File: config.mk
export PLATFORM = sky130hd
export DESIGN_NAME = cpu_stat_counter
export DESIGN_NICKNAME = d
export VERILOG_FILES = /design/src/rtl/cpu_stat_counter.sv
export SDC_FILE = /design/constraint.sdc
export NUM_CORES = 1
export LEC_CHECK = 0
export ABC_AREA = 0
export CAP_MARGIN = 40
export CORE_MARGIN = 2
export CORE_UTILIZATION = 45
export DETAILED_ROUTE_END_ITERATION = 7
export PLACE_DENSITY = 0.83
export SLEW_MARGIN = 10
export SYNTH_ARGS = -nofsm -noshare
export SYNTH_HDL_FRONTEND = slang
export SYNTH_SLANG_ARGS = --single-unit
export TNS_END_PERCENT = 30
File: constraint.sdc
create_clock -name clk -period 2.34 [get_ports clk]
set_input_delay 0.351 -clock clk [delete_from_list [all_inputs] [get_ports clk]]
set_output_delay 0.351 -clock clk [all_outputs]
set_load 0.02 [all_outputs]
File: src/rtl/cpu_stat_counter.sv
// Run/halt control and retirement statistics for a single-cycle CPU.
// Counters advance only while running; a synchronized go edge resumes from halt.
module cpu_stat_counter #(
  parameter int CNT_W    = 16,
  parameter bit SATURATE = 1'b1
) (
  input  logic             clk,
  input  logic             reset,
  input  logic             is_jump,
  input  logic             is_branch,
  input  logic             branch_taken,
  input  logic             halt,
  input  logic             go,
  input  logic             clear,
  output logic             cpu_en,
  output logic             halted,
  output logic [CNT_W-1:0] all_time,
  output logic [CNT_W-1:0] j_change,
  output logic [CNT_W-1:0] b_change,
  output logic [CNT_W-1:0] b_change_success
);

  localparam logic [0:0] ST_RUN  = 1'b0;
  localparam logic [0:0] ST_HALT = 1'b1;
  localparam logic [CNT_W-1:0] CNT_ONE = {{(CNT_W-1){1'b0}}, 1'b1};

  logic [0:0]       state_q, state_d;
  logic             sync1_q, sync2_q, sync3_q;
  logic             go_rise_q, go_rise_d;
  logic             run;
  logic [CNT_W-1:0] all_q, all_d;
  logic [CNT_W-1:0] jmp_q, jmp_d;
  logic [CNT_W-1:0] br_q, br_d;
  logic [CNT_W-1:0] brt_q, brt_d;

  function automatic logic [CNT_W-1:0] bump(input logic [CNT_W-1:0] v);
    if (&v) return SATURATE ? v : '0;
    return v + CNT_ONE;
  endfunction

  assign run = (state_q == ST_RUN);

  // Registering the qualified edge gives go sampled at edge 1 -> cpu_en high after edge 4;
  // edges seen while running are dropped rather than remembered.
  always_comb begin
    go_rise_d = sync2_q & ~sync3_q & (state_q == ST_HALT);
    state_d   = state_q;
    if (state_q == ST_RUN) begin
      if (halt) state_d = ST_HALT;
    end else begin
      if (go_rise_q) state_d = ST_RUN;
    end
  end

  always_comb begin
    all_d = all_q;
    jmp_d = jmp_q;
    br_d  = br_q;
    brt_d = brt_q;
    if (clear) begin
      all_d = '0;
      jmp_d = '0;
      br_d  = '0;
      brt_d = '0;
    end else if (run) begin
      all_d = bump(all_q);
      if (is_jump)                  jmp_d = bump(jmp_q);
      if (is_branch)                br_d  = bump(br_q);
      if (is_branch & branch_taken) brt_d = bump(brt_q);
    end
  end

  always_ff @(posedge clk or negedge reset) begin
    if (!reset) begin
      state_q   <= ST_RUN;
      sync1_q   <= 1'b0;
      sync2_q   <= 1'b0;
      sync3_q   <= 1'b0;
      go_rise_q <= 1'b0;
      all_q     <= '0;
      jmp_q     <= '0;
      br_q      <= '0;
      brt_q     <= '0;
    end else begin
      state_q   <= state_d;
      sync1_q   <= go;
      sync2_q   <= sync1_q;
      sync3_q   <= sync2_q;
      go_rise_q <= go_rise_d;
      all_q     <= all_d;
      jmp_q     <= jmp_d;
      br_q      <= br_d;
      brt_q     <= brt_d;
    end
  end

  assign cpu_en           = (state_q == ST_RUN);
  assign halted           = (state_q == ST_HALT);
  assign all_time         = all_q;
  assign j_change         = jmp_q;
  assign b_change         = br_q;
  assign b_change_success = brt_q;

endmodule

# == Word-level counts from Yosys, hierarchy flattened ==
# Cells that the tools add are included.
# word_totals
elab_cells,67
inputBits,8
register_bits,69
# op_classes
n_addsub,4
reduce_logical,11
bitwise,5
n_eq_ne,5
muxes,33
# op_table
op,n
16-bit two-way mux,15
16-bit by 1-bit adder with 16-bit output (second input constant),4
16-bit AND reduction,4
1-bit two-way mux,18
3-bit inequality test (second input constant),4
3-bit AND reduction,3
2-bit nonzero test,3
1-bit bitwise AND,3
2-bit inequality test (second input constant),1
1-bit NOT,2
2-bit AND reduction,1

# == Longest topological paths before layout ==
# logic_depth
word_depth,9
mapped_depth,6
mapped_depth_nobuf,5

# == Least setup slack after synthesis ==
# OpenSTA, ideal clock, no wires.
# synth_path
path_kind,register -> register
from,reg br_q[0] (netlist: b_change[0])
to,reg br_q[15] (netlist: b_change[15])
arrival_time_ns,1.862
stages_incl_launch_ff,7
synth_period_minus_slack_ns,1.990
setup_ns,0.128
path_slack_ns,0.350
path_cell_list,dfrtp_1 -> ha_1 -> nand4_1 -> clkbuf_1 -> nor3_2 -> nor4b_1 -> mux2_1
# synth_between
elab_chain_cells,7
elab_cells_between_ends,12
# synth_lines
item,line,source
from (decl),33,"logic [CNT_W-1:0] br_q, br_d;"
from (signal assigned),92,br_q <= br_d;
"parallel branches: the longest is 7 deep, another holds 16-bit by 1-bit adder with 16-bit output",n/a,
# Parallel ways; which one is timed is not known. The select of a mux whose other input is x is not followed.
# A chain may end at the register's enable or synchronous reset.

# == Final worst setup path ==
# layout_path
from,reg state_q (netlist: halted)
to,out cpu_en
# layout_between
elab_chain_cells,1
# layout_lines
item,line,source
from (decl),27,"logic [0:0] state_q, state_d;"
from (signal assigned),85,state_q <= state_d;
1-bit NOT,97,assign cpu_en = (state_q == ST_RUN);
to (decl),15,"output logic cpu_en,"
# Every way passes these cells.

==> metrics.md <==
| Metric | Value |
|---|---|
| Number of resized instances in the post-cts repair step | `0` |
| Setup slack of the most critical reg-to-reg path | `0.35 ns` |
| Run status | `completed` |
| Final worst clock skew | `0.00845 ns` |
| Worst Path Required | `1.99 ns` |
| Commonest non-fill, non-tap cell in the layout | `clkdlybuf4s50_1` |
| Seq/Total Area, Yosys | `45.0%` |
| Area taken by flip-flops and latches | `1730 um^2` |
| Root Buffer Master | `clkbuf_8` |
| Post-route ant nets | `0` |
| Reg-to-reg critical path startpoint | `b_change[0]` |
| Cell Int Power | `1.86 mW` |
| Total routed wirelength | `9020 um` |
| Unique masters post-synth | `48` |
| Number of max-cap violations | `0` |
| Relative contribution of the clock network to total power | `32.8%` |
| Overall routing resource usage | `20.6%` |
| Post-Route Utilization | `59.2%` |
| CP Capture Point | `cpu_en` |
| Post-Synthesis Cell Area | `3840 um^2` |
| Peak supply drop | `0.401 mV` |
| Fillers | `718` |
| Portion of the clock cycle consumed by the worst path in the final layout | `86.0%` |
| Deepest level of the CTS H-tree | `3` |
| Tot Pwr | `2.60 mW` |
| Initial Utilization | `46.5%` |
| FFs w/ async S/R, synth | `100%` |
| Power per unit of standard cell area | `532 nW/um^2` |
| CTS tree | `yes` |
| Via total after detailed routing | `3527` |
| Transition time of the tightest slew-check pin | `0.516 ns` |
| Area of all placed cells without fillers | `4880 um^2` |
| Y dimension of the die | `96.4 um` |
| Register share of total power | `50.0%` |
| Post-place instance area | `4720 um^2` |
| Number of hold buffers added after CTS | `0` |
| Multi-input logic area | `2000 um^2` |
| Maximum buffer depth of the clock tree | `2` |
| Number of input and output port buffers inserted | `73` |
| Routability Congestion | `0.848` |
| WHS | `0.0144 ns` |
| Residual DRC count | `0` |
| Critical path data arrival time | `1.66 ns` |
| Startpoint Class | `register` |
| Clock sinks | `69` |
| Initial antenna violation count | `0` |
| Per-cell routed wire length | `15.2 um` |
| Depth of the worst register-to-register path | `6` |
| Classification of the worst-slack hold path | `primary input to asynchronous set/reset pin` |
| Worst Setup Slack post-DPL | `0.156 ns` |
| Comb power frac | `17.2%` |
| Count of pins on the block boundary | `74` |
| Tightest slew margin relative to the limit | `65.3%` |
| Number of slew-limit violations in the final report | `0` |
| Non-filler cells in the finished layout | `592` |
| Reg-to-Reg End | `b_change[15]` |
| Final-layout setup total negative slack | `0 ns` |
| Cts bufs inserted | `9` |
| Routed length on met2 | `4260 um` |
| Vias in the first global route | `3302` |
| Post-synthesis to final-layout area growth | `27.2%` |
| Timing-limited maximum frequency | `497 MHz` |
| Crit Path Category | `register to output port` |
| Post-CTS setup-driven buffer insertion count | `0` |
| Max Fanout on Critical Path | `8` |
| Cells after DPL | `578` |
| Core ar. | `8260 um^2` |
| Die outline area | `9290 um^2` |
| Final setup viols | `0` |
| First-pass GRT wire length | `15200 um` |
| Uppermost layer routed | `met4` |
| Number of placement rows | `33` |
| First-pass iteration count of the detailed router | `4` |
| Met1 routed wirelength after detailed routing | `4200 um` |
| Post-synthesis register bit count | `69` |
| Kind of end point of the critical path | `output port` |
| Standby leakage power | `1.89 nW` |
| Post-synth EDFFs | `0` |
| Reported net switching power | `0.740 mW` |
| Clock latency of the later-clocked register in the worst-skew pair | `0.34 ns` |
| Clock transition at the register clock pins on the worst setup and hold paths after CTS | `0.07 ns` |
| Synth warnings | `0` |
| Worst Slack Setup Final | `0.328 ns` |
| Most used cells in the layout excluding fill and tap cells | `clkdlybuf4s50_1, dfrtp_1, a21oi_1` |
| Unrepaired setup endpoints after global routing | `false` |
| Number of instances in the synthesized netlist | `407` |
| Final HPWL from detailed placement | `6270 um` |
| Antenna diode count | `0` |
| Vias per Instance | `5.96` |
| Worst setup path startpoint | `halted` |
| Mean instance size in the synthesized netlist | `9.44 um^2` |
| Total nets after synthesis | `419` |
| Layout cell share with drive strength beyond 1 | `7.80%` |
| Crit path time final | `2.01 ns` |
| Routed length on met3 | `419 um` |
| Total congestion overflow | `0` |
| Most used DFF post-synth | `dfrtp_1` |
| Switch share | `28.5%` |
| Number of DRC markers after the initial detailed-route iteration | `158` |
| Layout Nets | `496` |
| DIE WIDTH | `96.4 um` |
| Final number of hold-violating endpoints | `0` |
| Pin count of the biggest net entering global routing | `70` |
==> power groups by stage <==
stage,Combinational (mW),Clock (mW),Sequential [mW]
5_1_grt,0.498,0.929,1.31
3_5_place_dp,0.450,0,1.32
4_1_cts,0.454,0.869,1.30
2_1_floorplan,0.209,0,1.35
3_3_place_gp,0.443,0,1.32
6_report,0.448,0.852,1.30
==> sequential cells by signal, summed over array words and instances, names as in the netlist <==
register,flops
all_time,16
b_change,16
b_change_success,16
j_change,16
go_rise_q,1
halted,1
sync1_q,1
sync2_q,1
sync3_q,1
==> synth_stat cells, types with 2 or more instances <==
cell type / instances / area share [%]
clkbuf_1: 7 / 0.68
ha_1: 4 / 1.3
xor2_1: 3 / 0.68
nor4b_1: 3 / 0.68
buf_2: 8 / 1.0
or3_1: 14 / 2.3
buf_1: 2 / 0.20
or4_1: 18 / 3.5
and2_1: 4 / 0.65
nor2b_1: 19 / 3.1
dfrtp_1: 69 / 45
o31ai_1: 17 / 3.3
o21ai_0: 7 / 0.91
a21oi_1: 38 / 5.0
a211oi_1: 5 / 0.98
nor2_1: 29 / 2.8
nor3_1: 12 / 1.6
o41ai_2: 2 / 0.85
inv_1: 9 / 0.88
nor4_2: 2 / 0.65
mux2i_1: 5 / 1.3
nor3b_1: 3 / 0.59
nand4_1: 14 / 2.3
nand2_1: 29 / 2.8
o21ai_1: 11 / 1.4
nor4_1: 10 / 1.6
and4_1: 3 / 0.68
and4b_1: 2 / 0.52
nand4_2: 2 / 0.65
nand3_1: 15 / 2.0
nand2b_1: 3 / 0.49
a41oi_1: 2 / 0.46
mux2_1: 15 / 4.4
and3_1: 7 / 1.1
==> critical path, cell delays in order, from the launching register on <==
cell and delay (ns):
dfrtp_1 0.52, inv_2 0.19, clkdlybuf4s50_1 0.63
==> layer usage <==
layer,GRT usage (%),vias up
li1,-,1686
met1,28.2,1730
met2,32.4,97
met3,4.27,14
met4,7.98,0
met5,0,-
==> layout make-up <==
| type | instances | share of cell area, % |
|---|---|---|
| Tap cell | 105 | 2.69 |
| Sequential cell | 69 | 35.3 |
| Clock inverter | 2 | 0.205 |
| Multi-Input combinational cell | 310 | 40.9 |
| Timing Repair Buffer | 84 | 17.0 |
| Inverter | 10 | 0.768 |
| Clock buffer | 12 | 3.18 |
==> cells by family (layout without fill, tap and decap cells) <==
kind of cell / count (synthesis) / in the layout / share of synthesized area (%)
DFF: 69 / 69 / 45.0
buffers and inverters: 28 / 108 / 3.09
muxes: 20 / 20 / 5.70
and+or+nand+nor: 198 / 198 / 30.7
AOI/OAI and AO/OA: 85 / 85 / 13.6
xor gates and xnor gates: 3 / 3 / 0.684
adders and majority gates: 4 / 4 / 1.30
==> worst min path at each step <==
stage	depth (start not counted)	startpoint	end
final	2	reset	all_time[7]
after global routing	2	reset	all_time[7]
after CTS	2	reset	all_time[0]
after detailed placement	0	sync1_q	sync2_q
after global placement	0	sync1_q	sync2_q
after floorplan	0	reset	all_time[0]
No activity file was read; power rests on OpenSTA's default activity.
